File: src/rtl/serial_subtractor_if.sv
// Operand/result bundle for the bit-serial subtractor.
// The master side issues requests; the slave side (the subtractor) returns results.
interface serial_subtractor_if #(
   parameter int WIDTH = 4
);
   logic             start;
   logic [WIDTH-1:0] A;
   logic [WIDTH-1:0] B;
   logic             B_in;
   logic [WIDTH-1:0] Diff;
   logic             B_out;
   logic             busy;
   logic             done;

   modport master (
      output start, A, B, B_in,
      input  Diff, B_out, busy, done
   );

   modport slave (
      input  start, A, B, B_in,
      output Diff, B_out, busy, done
   );
endinterface

File: src/rtl/serial_subtractor.sv
// Bit-serial A - B - B_in, LSB first, through one full-subtractor cell and a
// registered borrow; the result is published with a one-cycle done pulse.
//
//   state | meaning
//   IDLE  | no operation, waiting for start
//   RUN   | one bit processed per cycle
//   DONE  | result published, done high for one cycle
module serial_subtractor #(
   parameter int WIDTH = 4
) (
   input  logic               clk,
   input  logic               rst_n,
   serial_subtractor_if.slave bus
);
   localparam int CW = (WIDTH > 1) ? $clog2(WIDTH) : 1;
   localparam logic [CW-1:0] LAST = CW'(WIDTH - 1);

   typedef enum logic [1:0] {IDLE, RUN, DONE} state_t;

   state_t           state;
   logic [WIDTH-1:0] a_sr;
   logic [WIDTH-1:0] b_sr;
   logic [WIDTH-1:0] d_sr;
   logic             bor;
   logic [CW-1:0]    cnt;
   logic             d_bit;
   logic             bor_next;
   logic [WIDTH-1:0] d_shifted;

   always_comb begin
      d_bit     = a_sr[0] ^ b_sr[0] ^ bor;
      bor_next  = (~a_sr[0] & b_sr[0]) | (~(a_sr[0] ^ b_sr[0]) & bor);
      d_shifted = {d_bit, d_sr[WIDTH-1:1]};
   end

   always_ff @(posedge clk or negedge rst_n) begin
      if (!rst_n) begin
         state     <= IDLE;
         a_sr      <= '0;
         b_sr      <= '0;
         d_sr      <= '0;
         bor       <= 1'b0;
         cnt       <= '0;
         bus.Diff  <= '0;
         bus.B_out <= 1'b0;
         bus.busy  <= 1'b0;
         bus.done  <= 1'b0;
      end else begin
         case (state)
            IDLE, DONE: begin
               bus.done <= 1'b0;
               if (bus.start) begin
                  a_sr     <= bus.A;
                  b_sr     <= bus.B;
                  bor      <= bus.B_in;
                  d_sr     <= '0;
                  cnt      <= '0;
                  bus.busy <= 1'b1;
                  state    <= RUN;
               end else begin
                  state <= IDLE;
               end
            end
            RUN: begin
               a_sr <= a_sr >> 1;
               b_sr <= b_sr >> 1;
               bor  <= bor_next;
               d_sr <= d_shifted;
               cnt  <= cnt + 1'b1;
               // Terminal count: publish and leave RUN so the counter never wraps.
               if (cnt == LAST) begin
                  cnt       <= '0;
                  bus.Diff  <= d_shifted;
                  bus.B_out <= bor_next;
                  bus.busy  <= 1'b0;
                  bus.done  <= 1'b1;
                  state     <= DONE;
               end
            end
            default: state <= IDLE;
         endcase
      end
   end
endmodule

File: src/flat_wrapper.sv
// flat-port wrapper written by rule: the top's interface ports become plain ports
module serial_subtractor_flat 
#(
   parameter int WIDTH = 4
)
  (clk, rst_n, bus_start, bus_A, bus_B, bus_B_in, bus_Diff, bus_B_out, bus_busy, bus_done);
  serial_subtractor_if #(.WIDTH(WIDTH)) bus_i ();
  input  logic clk;
  input  logic rst_n;
  input wire logic [$bits(bus_i.start)-1:0] bus_start;
  input wire logic [$bits(bus_i.A)-1:0] bus_A;
  input wire logic [$bits(bus_i.B)-1:0] bus_B;
  input wire logic [$bits(bus_i.B_in)-1:0] bus_B_in;
  output wire logic [$bits(bus_i.Diff)-1:0] bus_Diff;
  output wire logic [$bits(bus_i.B_out)-1:0] bus_B_out;
  output wire logic [$bits(bus_i.busy)-1:0] bus_busy;
  output wire logic [$bits(bus_i.done)-1:0] bus_done;
  assign bus_i.start = bus_start;
  assign bus_i.A = bus_A;
  assign bus_i.B = bus_B;
  assign bus_i.B_in = bus_B_in;
  assign bus_Diff = bus_i.Diff;
  assign bus_B_out = bus_i.B_out;
  assign bus_busy = bus_i.busy;
  assign bus_done = bus_i.done;
  serial_subtractor #(.WIDTH(WIDTH)) u_core (.clk(clk), .rst_n(rst_n), .bus(bus_i));
endmodule
File: config.mk
export PLATFORM = sky130hd
export DESIGN_NAME = serial_subtractor_flat
export DESIGN_NICKNAME = d
export VERILOG_FILES = /design/src/rtl/serial_subtractor_if.sv /design/src/rtl/serial_subtractor.sv /design/src/flat_wrapper.sv
export SDC_FILE = /design/constraint.sdc
export NUM_CORES = 1
export LEC_CHECK = 0
export CAP_MARGIN = 20
export CORE_UTILIZATION = 46
export DETAILED_ROUTE_END_ITERATION = 6
export PLACE_DENSITY_LB_ADDON = 0.25
export REMOVE_ABC_BUFFERS = 1
export SYNTH_ARGS = -nofsm -noshare
export SYNTH_HDL_FRONTEND = slang
export SYNTH_SLANG_ARGS = --single-unit
export TNS_END_PERCENT = 1
File: constraint.sdc
create_clock -name clk -period 1.36 [get_ports clk]
set_input_delay 0.272 -clock clk [delete_from_list [all_inputs] [get_ports clk]]
set_output_delay 0.272 -clock clk [all_outputs]
set_load 0.01 [all_outputs]
==> out/results.md, run 1 <==
• **DP Worst Slack** -0.172 ns
• **top cells by area, synth** dfrtp_1 53%, mux2_1 6.2%, a22o_1 5.6%
• **arrival time at the worst endpoint** 1.70 ns
• **length of the first detailed-routing pass in iterations** 4
• **Area growth, synth to finish** 28.0%
• **per-instance average area after synthesis** 12.1 sq um
• **CTS Root Cell** clkbuf_4
• **Top FF cell, synth** dfrtp_1
• **run status** finished with violations
• **global-route usage over all layers** 0.176
• **height of the die** 50.6 um
• **number of placed I/O pins** 19
• **portion of the post-synthesis area used by sequential elements** 0.529
• **async set-reset flop share out of synthesis** 1.00
• **minimum setup slack in the final design** -0.128 ns
• **number of levels the H-tree was split into** 1
• **Tightest Hold Check Type** in2async
• **clock skew after layout** 0.0127 ns
• **remaining number of nets flagged by the antenna check after routing** 0
• **global-route wire length before repair** 3.31 mm
• **dominant cell type by area after synthesis** dfrtp_1
• **Total Negative Setup Slacks** -0.128 ns
• **violated checks** negative setup slack
• **Antenna diodes** 0
• **Core Box Area** 2210 sq um
• **Crit Path Max Fanout** 2
• **final net count** 135
• **cell with the most instances after synthesis** dfrtp_1
• **wire length after detailed routing** 1.90 mm
• **count of different cell masters after synthesis** 28
• **Fmax achieved** 0.672 GHz
• **post-synthesis cell area** 1090 sq um
• **Setup CP Type** reg2reg
• **share of post-route cells with drive strength above 1** 0.217
• **share of Yosys cell area claimed by the top area cell type** 0.529
• **Post-CTS Hold Fix Bufs** 0
• **vias after detailed routing** 766
• **number of global-route vias before repair** 779
• **routability congestion estimate from global placement** 0.738
• **initial antenna violation count** 0
• **flops & latches, synth** 23
• **largest net degree at the start of global routing** 24
• **Post-Place Cell Area** 1360 sq um
• **number of synthesized flops with an enable pin** 0
• **global-route congestion overflow total** 0
• **max-slew violation total from the final report** 0
• **clock buffers created by TritonCTS** 3
• **number of vias per cell** 5.18
• **slew at the pin closest to its max-slew limit** 0.320 ns
• **number of warnings reported in the yosys synthesis log** 0
• **clock edge transition at the registers on the reported setup and hold paths** 0.13 ns
• **number of hold-slack violations in the final timing report** 0
• **max cap viols** 0
• **Routed wire per std cell** 12.9 um
• **TritonCTS clock tree** yes
• **critical path required time** 1.57 ns
• **input/output buffers** 18
• **Final setup viols** 1
• **source-to-sink clock delay at the later pin of the worst-skew pair** 0.31 ns
• **Final Cycle Share** 1.09
• **Longest Clk Path Bufs** 2
• **launching element type of the critical path** flop
• **sinks on the clock net** 23
• **Leakage** 0.000663 uW
• **most frequent cells after synthesis** 23 x dfrtp_1, 7 x a22o_1, 7 x nor2b_1
• **final non-filler cell area** 1390 sq um
• **DRC violation count after routing** 0
• **first-iteration detailed-routing DRC count** 7
• **worst-case headroom to the max-slew limit** 0.786
• **RSZ-0062 raised after global routing** true
• **R2R Setup Slk** -0.13 ns
• **type of element capturing the critical path** flop
• **highest ir drop seen on vdd** 1.07 mV
• **Die Width** 50.6 um
• **final critical path time including I/O delays and setup** 1.49 ns
• **post-DP HPWL** 1.39 mm
• **synthesized netlist cell count** 90
• **power density relative to cell area** 2150 nW/um^2
• **FP Rows** 17
• **Die Outline Area** 2560 sq um
• **starting density of the core** 0.492
flip-flops by register name, indices dropped and copies added (netlist names):
register	flops
u_core.cnt	2
u_core.a_sr	4
u_core.b_sr	4
u_core.state	2
u_core.d_sr	3
u_core.bor	1
u_core.bus.done	1
u_core.bus.B_out	1
u_core.bus.Diff	4
u_core.bus.busy	1
routing by layer:
metal  vias up  GRT usage  share of wire
met5         -          0              0
met4         0     0.0972         0.0084
met3         2     0.0273          0.030
met2        12      0.287           0.49
met1       367      0.221           0.47
li1        385          -              -
report_power, final:
| part | leakage (uW) | internal, uW | switching, uW |
|---|---|---|---|
| registers | 0.000282 | 998 | 251 |
| clock network | 0.0000177 | 110 | 201 |
| logic | 0.000364 | 850 | 584 |
| total | 0.000663 | 1960 | 1040 |
stage by stage:
| step | total power (uW) | hold WS [ns] | utilization | std cells |
|---|---|---|---|---|
| after floorplan | 2100 | -0.0236 | - | 86 |
| after global placement | 2630 | 0.464 | 0.614 | 143 |
| after detailed placement | 2710 | 0.476 | 0.614 | 143 |
| after CTS | 3030 | 0.295 | 0.628 | 148 |
| after global routing | 3250 | 0.306 | 0.630 | 148 |
| final | 2990 | 0.299 | 0.630 | 148 |
worst paths after layout:
kind | cells past startpoint | end | startpoint
hold reg to reg | 1 | u_core.bus.Diff[0] | u_core.bus.Diff[0]
setup / recovery | 4 | u_core.d_sr[3] | u_core.bor
min in group clk | 1 | u_core.bus.Diff[0] | u_core.bus.Diff[0]
max in group asynchronous | 2 | u_core.state[1] | rst_n
hold / removal | 2 | u_core.d_sr[3] | rst_n
setup reg to reg | 4 | u_core.d_sr[3] | u_core.bor
layout by cell type, fill, tap and decap left out:
| master | netlist | routed |
|---|---|---|
| dfrtp_1 | 23 | 22 |
| buf_4 | 1 | 12 |
| clkdlybuf4s50_1 | 0 | 11 |
| nor2b_1 | 7 | 7 |
| a22o_1 | 7 | 7 |
| dlygate4sd2_1 | 0 | 7 |
| mux2_1 | 6 | 5 |
| mux2i_1 | 4 | 4 |
| a211oi_1 | 4 | 4 |
| a21oi_1 | 4 | 4 |
| inv_1 | 4 | 3 |
| nor2_1 | 3 | 3 |
| o21ai_1 | 3 | 3 |
| nor3_1 | 3 | 3 |
| clkbuf_4 | 0 | 3 |
| nand2b_1 | 2 | 2 |
| o22ai_1 | 2 | 2 |
| mux2_4 | 1 | 2 |
| a21o_1 | 2 | 2 |
| mux2_2 | 2 | 2 |
| inv_2 | 0 | 1 |
| nand3b_4 | 1 | 1 |
| o21bai_1 | 1 | 1 |
| o21a_1 | 1 | 1 |
| nand3_1 | 1 | 1 |
| nor2_2 | 1 | 1 |
| nand2_1 | 1 | 1 |
| o21ai_0 | 1 | 1 |
| fa_2 | 0 | 1 |
| ha_2 | 0 | 1 |
| clkinv_2 | 0 | 1 |
| dfrtp_2 | 0 | 1 |
repair_timing:
item                                    in CTS  in global routing
pin swaps                                    0                  2
gates resized for setup                     10                  2
endpoints found under the setup margin      10                  6
setup buffers                                1                  0
gates cloned                                 0                  0
final cells by class:
cell class / instances / area, sq um
sequential: 23 / 577
tap: 28 / 35.0
clock inverter: 1 / 5.00
timing repair buffer: 30 / 262
clock buffer: 3 / 22.5
multi-input combinational: 59 / 478
fill: 189 / 818
inverter: 4 / 15.0
critical path, cell delays in order, from the launching register on:
cell	delay (ns)
dfrtp_1	0.42
inv_2	0.08
fa_2	0.42
mux2_4	0.28
a22o_1	0.21
logic make-up after synthesis:
kind of cell / Yosys count / share of synthesized area
compound gates: 25 / 0.160
flops: 23 / 0.529
simple gates: 19 / 0.108
mux: 13 / 0.133
buf+inv: 8 / 0.0402
fa+ha+maj: 2 / 0.0299
(Power assumes the default switching activity.)
==> run 2, diff against run 1 <==
CORE_ASPECT_RATIO = 1.25   (was not set)
GPL_ROUTABILITY_DRIVEN = 0   (was not set)
==> out/results.md, run 2 (same netlist as run 1, synthesis figures left out) <==
• **Die Width** 45.5 um, -10%
• **Tightest Hold Check Type** in2async
• **global-route congestion overflow total** 0, unchanged
• **final critical path time including I/O delays and setup** 1.49 ns, -0.00189 ns
• **highest cell delay on the worst timing path** 0.43 ns, about the same
• **Die Outline Area** 2570 sq um, about the same
• **Post-Place Cell Area** 1350 sq um, -0.28%
• **CTS Root Cell** clkbuf_4
• **remaining number of nets flagged by the antenna check after routing** 0, unchanged
• **net switching share of the total power** 0.353, +0.00680
• **Setup CP Type** reg2reg
• **Critical Path Slowest Stage Cell** fa_2
• **most frequent standard cell in the layout excluding fill and tap cells** dfrtp_1
• **number of filler instances in the final layout** 186, -1.6%
• **cell chain of the critical path** inv_2 -> fa_2 -> mux2_4 -> a22o_1
• **type of element capturing the critical path** flop
• **length of the first detailed-routing pass in iterations** 4, unchanged
• **Reg2Reg Launch Point** u_core.bor
• **CP Buf/Inv Count** 1, unchanged
• **Power Internal** 1990 uW, +1.7%
• **Antenna diodes** 0, unchanged
• **arrival time at the worst endpoint** 1.71 ns, about the same
• **number of global-route vias before repair** 810, +4.0%
• **number of vias per cell** 5.26, +1.6%
• **initial antenna violation count** 0, unchanged
• **post-DP HPWL** 1.45 mm, +4.2%
• **source-to-sink clock delay at the later pin of the worst-skew pair** 0.32 ns, about the same
• **launching element type of the critical path** flop
• **first-iteration detailed-routing DRC count** 12, +5
• **wire length after detailed routing** 2.09 mm, +10%
• **Core Box Area** 2210 sq um, about the same
• **Leakage** 0.000664 uW, about the same
• **share of post-route cells with drive strength above 1** 0.225, +0.00833
• **sinks on the clock net** 23, unchanged
• **net load switching power** 1090 uW, +4.8%
• **violated checks** negative setup slack
• **Final setup viols** 1, unchanged
• **vias after detailed routing** 794, +3.7%
• **highest ir drop seen on vdd** 1.33 mV, +25%
• **critical path required time** 1.58 ns, about the same
• **clock edge transition at the registers on the reported setup and hold paths** 0.13 ns, about the same
• **fraction of power consumed by combinational cells** 0.487, +0.008
• **final non-filler cell area** 1400 sq um, +0.72%
• **max-slew violation total from the final report** 0, unchanged
• **number of levels the H-tree was split into** 1, unchanged
• **Crit Path Max Fanout** 2, unchanged
• **Total Negative Setup Slacks** -0.126 ns, +0.00190 ns
• **Area growth, synth to finish** 29.0%
• **power density relative to cell area** 2190 nW/um^2, +2.0%
• **number of hold-slack violations in the final timing report** 0, unchanged
• **leading registers by flop count** u_core.a_sr: 4 flops, u_core.b_sr: 4 flops, u_core.bus.Diff: 4 flops
• **FP Rows** 19, +2
• **proportion of power drawn by the clock network** 0.106, +0.002
• **clock skew after layout** 0.00716 ns, -0.00556 ns
• **largest net degree at the start of global routing** 24, unchanged
• **RSZ-0062 raised after global routing** true
• **R2R Setup Slk** -0.13 ns, about the same
• **height of the die** 56.4 um, +11%
• **Fmax achieved** 0.673 GHz, +0.13%
• **Longest Clk Path Bufs** 2, unchanged
• **worst-case headroom to the max-slew limit** 0.788, +0.00157
• **kind of cell adding the most delay to the critical path** adder cells
• **multi-input logic area** 485 sq um, +1.6%
• **Final Cycle Share** 1.09, -0.00139
• **register area** 577 sq um, unchanged
• **minimum setup slack in the final design** -0.126 ns, +0.00190 ns
• **number of cells on the worst reg-to-reg path** 4, unchanged
• **global-route usage over all layers** 0.191, +0.0150
• **clock buffers created by TritonCTS** 3, unchanged
• **slew at the pin closest to its max-slew limit** 0.318 ns, -0.00169 ns
• **Routed wire per std cell** 13.9 um, +7.9%
• **number of placed I/O pins** 19, unchanged
• **Hold WS** 0.288 ns, -0.0111 ns
• **commonest cells after routing, fill and taps aside** 22 x dfrtp_1, 12 x buf_4, 11 x clkdlybuf4s50_1
• **run status** finished with violations
• **DRC violation count after routing** 0, unchanged
• **final net count** 135, unchanged
• **share of power burned in registers** 0.407, -0.010
• **endpoint of the lowest-slack register-to-register path** u_core.d_sr[3]
• **max cap viols** 0, unchanged
• **TritonCTS clock tree** yes
• **input/output buffers** 18, unchanged
• **starting density of the core** 0.492, about the same
• **global-route wire length before repair** 3.57 mm, +7.9%
[run 2: cell types whose count changed in the layout (fill, tap and decap cells not counted), sizes merged]
cell	before	now
clkinv	1	0
clkbuf	3	4
[run 2: power by group through the flow]
stage	combinational (uW)	clock, uW	sequential, uW
3_5_place_dp	1420	0	1270
5_1_grt	1650	363	1290
3_3_place_gp	1370	0	1240
2_1_floorplan	801	0	1300
4_1_cts	1380	331	1250
6_report	1500	325	1250
[run 2: stage by stage]
stage	util	total power (uW)	instances	setup WS, ns
detailed placement	0.612	2690	145	-0.154
CTS	0.624	2960	150	-0.165
global route	0.635	3310	151	-0.187
finish	0.635	3080	151	-0.126
global placement	0.612	2610	145	-0.118
floorplan	-	2100	86	-0.108
[run 2: how the worst max path moves through the flow]
stage                    from             end  slack (ns)  cells after the start
2_1_floorplan  u_core.b_sr[0]  u_core.d_sr[3]       -0.11                      4
3_3_place_gp   u_core.b_sr[0]  u_core.d_sr[3]       -0.12                      4
3_5_place_dp   u_core.b_sr[0]  u_core.d_sr[3]       -0.15                      4
4_1_cts        u_core.b_sr[0]  u_core.d_sr[3]       -0.17                      4
5_1_grt        u_core.b_sr[0]  u_core.d_sr[3]       -0.19                      4
6_report           u_core.bor  u_core.d_sr[3]       -0.13                      4
[run 2: cell type report]
cell class,count,share of cell area
Multi-Input combinational cell,59,0.346
Tap cell,31,0.0276
Clock buffer,4,0.0187
Sequential cell,23,0.411
Timing Repair Buffer,30,0.186
Inverter,4,0.0107
[run 2: worst register-to-register path, cell delays in order (launching register included)]
cell and delay, ns:
dfrtp_1 0.41, inv_2 0.08, fa_2 0.43, mux2_4 0.28
a22o_1 0.20
[run 2: what timing repair did]
action / in CTS / in global routing
endpoints found under the setup margin: 8 / 6
pin swaps: 0 / 2
resized for setup: 7 / 7
setup buffers: 1 / 1
hold buffers: 0 / 0
[run 2: metal layers]
metal | global-route usage | up-vias | part of all wire | wire length [um]
li1 | - | 385 | - | -
met1 | 0.236 | 386 | 0.44 | 917
met2 | 0.312 | 18 | 0.51 | 1070
met3 | 0.0386 | 5 | 0.030 | 62
met4 | 0.0779 | 0 | 0.021 | 45
met5 | 0 | - | 0 | 0
==> edit: new RTL, flow settings as in run 2 <==
`WIDTH` is set to 4 in 3 places; all go to 8.
--- a/src/rtl/serial_subtractor_if.sv
+++ b/src/rtl/serial_subtractor_if.sv
@@ -1,7 +1,7 @@
 // Operand/result bundle for the bit-serial subtractor.
 // The master side issues requests; the slave side (the subtractor) returns results.
 interface serial_subtractor_if #(
-   parameter int WIDTH = 4
+   parameter int WIDTH = 8
 );
    logic             start;
    logic [WIDTH-1:0] A;
--- a/src/rtl/serial_subtractor.sv
+++ b/src/rtl/serial_subtractor.sv
@@ -6,7 +6,7 @@
 //   RUN   | one bit processed per cycle
 //   DONE  | result published, done high for one cycle
 module serial_subtractor #(
-   parameter int WIDTH = 4
+   parameter int WIDTH = 8
 ) (
    input  logic               clk,
    input  logic               rst_n,
--- a/src/flat_wrapper.sv
+++ b/src/flat_wrapper.sv
@@ -1,7 +1,7 @@
 // flat-port wrapper written by rule: the top's interface ports become plain ports
 module serial_subtractor_flat 
 #(
-   parameter int WIDTH = 4
+   parameter int WIDTH = 8
 )
   (clk, rst_n, bus_start, bus_A, bus_B, bus_B_in, bus_Diff, bus_B_out, bus_busy, bus_done);
   serial_subtractor_if #(.WIDTH(WIDTH)) bus_i ();
Interface: changed (resized bus_A, bus_B and bus_Diff); port bits go from 19 to 31. The function was not compared with the original's and may differ.
==> edit against run 2 <==
Clock skew shrank 1.2 ps. Routed wire length grew 77%. Area after synthesis grew 57%. Setup slack gained 140 ps. Fmax grew 10%. Design area grew 65%. Power grew 72%. Critical path depth is the same. Sequential cell count grew 17. Critical path type unchanged. Highest routed layer unchanged.
==> edit: results (changes against run 2) <==
stage;metric;value;unit;change
clock_tree;clock_latency;290;ps;was 320 ps
grt;grt.total_usage;20.8;%;was 19.1%
grt;antenna_found_initial;0;;unchanged
clock_tree;ctsHoldBuffers;1;;was 0
drt;met2_length;1940;um;was 1070 um
synthesis;synth_seq_area_share;58.4;%;was 52.9%
critical_path;rr_worst_depth;4;;unchanged
placement;placed_cells;219;;was 145
placement;post_dp_cell_area;0.00213;sq mm;was 0.00135 sq mm
layout;drive_gt1_share;23.0;%;was 22.5%
drt;met3_wirelength;151;um;was 62 um
pwr;ir_drop;0.00150;V;was 0.00133 V
drt;met1_length;1550;um;was 917 um
clock_tree;htreeDepth;2;;was 1
pwr;leakage;1.09;nW;was 0.664 nW
layout;num-nets-final;213;;was 135
grt;grt_max_degree;20;;was 24
clock_tree;clockRootBuffer;clkbuf_8;;was clkbuf_4
synthesis;ys_types;27;;was 28
pwr;pg_clk;0.948;mW;was 0.325 mW
grt;grt_pass1_vias;1328;;was 810
grt;grt.met1_usage;23.4;%;was 23.6%
drt;wl_per_cell;16.1;um;was 13.9 um
clock_tree;path_clk_slew;80;ps;was 130 ps
synthesis;syn_area_per_cell;11.9;sq um;was 12.1 sq um
drt;first_pass_iters;4;;unchanged
critical_path;critPathArrivalTime;1520;ps;was 1710 ps
drt;vias_per_cell;5.62;;was 5.26
pwr;combinationalPowerShare;42.6;%;was 48.7%
clock_tree;post_cts_buffers;0;;was 1
timing;drv_slew;0;;unchanged
grt;grtUsageMet2;35.9;%;was 31.2%
synthesis;yosys-top-cells-area;dfrtp_1, mux2_1, a22o_1;;unchanged
critical_path;reg2reg_slack;10;ps;was -130 ps
clock_tree;clock_path_buffers;2;;unchanged
placement;hpwl;2550;um;was 1450 um
drt;top_layer_used;met4;;unchanged
critical_path;r2r-start;u_core.cnt[0];;was u_core.bor
placement;numPortBuffers;30;;was 18
layout;final.fill_count;280;;was 186
pwr;internal_power;3.49;mW;was 1.99 mW
timing;finClkSkew;5.92;ps;was 7.16 ps
clock_tree;cts_buffers;5;;was 3
grt;grtUsageMet3;6.30;%;was 3.86%
drt;wl;3700;um;was 2090 um
status;outcome;complete, no violations;;was complete, but fails checks
pwr;combinationalPower;2.26;mW;was 1.50 mW
drt;drtIter0Drc;50;;was 12
grt;grt_pass1_wl;6180;um;was 3570 um
synthesis;synth_commonest_cells;dfrtp_1, nor2_1, nor3_1, o22ai_1, a22o_1;;was dfrtp_1, a22o_1, nor2b_1, mux2_1
critical_path;r2r-end;u_core.cnt[2];;was u_core.d_sr[3]
layout;reg_top3;u_core.a_sr: 8 flops, u_core.b_sr: 8 flops, u_core.bus.Diff: 8 flops;;was u_core.a_sr: 4 flops, u_core.b_sr: 4 flops, u_core.bus.Diff: 4 flops
timing;max-slew-margin-rel;61.8;%;was 78.8%
clock_tree;post_cts_resize_count;13;;was 7
==> edit: changes by cell type after synthesis, sizes merged, moves of 2 or more <==
cell   delta
buf       +5
nor2     +10
mux2      +2
o21ai     -2
mux2i     -2
nor3     +10
nand2     +3
o22ai    +10
dfrtp    +17
a22o      +3
==> edit: critical path: stages, from the launching register on <==
cell and delay, ps:
dfrtp_1 390, ha_2 200, ha_4 200, mux2_4 260, a22o_1 180
==> edit: cells by family after synthesis <==
family / count (synthesis) / share of synthesized area (%)
AOI/OAI and AO/OA: 32 / 13.1
adders and majority gates: 3 / 2.63
buffers and inverters: 13 / 4.09
DFF: 40 / 58.4
muxes: 13 / 8.40
and+or+nand+nor: 43 / 13.3
==> edit: worst max-delay path by stage <==
stage               slack (ps)             from            endpoint
finish                      10    u_core.cnt[0]       u_core.cnt[2]
global route               -60  u_core.state[1]      u_core.a_sr[6]
CTS                        -30    u_core.cnt[0]  u_core.bus.Diff[3]
detailed placement        -180        bus_start      u_core.a_sr[3]
global placement          -160        bus_start      u_core.a_sr[4]
floorplan                 -530  u_core.state[0]      u_core.a_sr[7]
==> edit: layout make-up <==
cell class | instances | area (sq um) | share of cell area [%]
Multi-Input combinational cell | 92 | 713 | 30.8
Inverter | 3 | 11.3 | 0.487
Clock inverter | 2 | 35.0 | 1.51
Timing Repair Buffer | 48 | 432 | 18.7
Sequential cell | 40 | 1000 | 43.3
Tap cell | 39 | 48.8 | 2.11
Clock buffer | 6 | 72.6 | 3.14
==> edit: through the flow <==
stage                     worst slack, ps  TNS, ps  hold WS [ps]  utilization [%]
after CTS                           -32.9     -212           441             63.7
after global routing                -61.9     -565           465             65.8
after detailed placement             -184    -3720           228             60.6
final                                13.2        0           439             65.8
after floorplan                      -527    -9670         -23.6                -
after global placement               -156    -3450           217             60.6
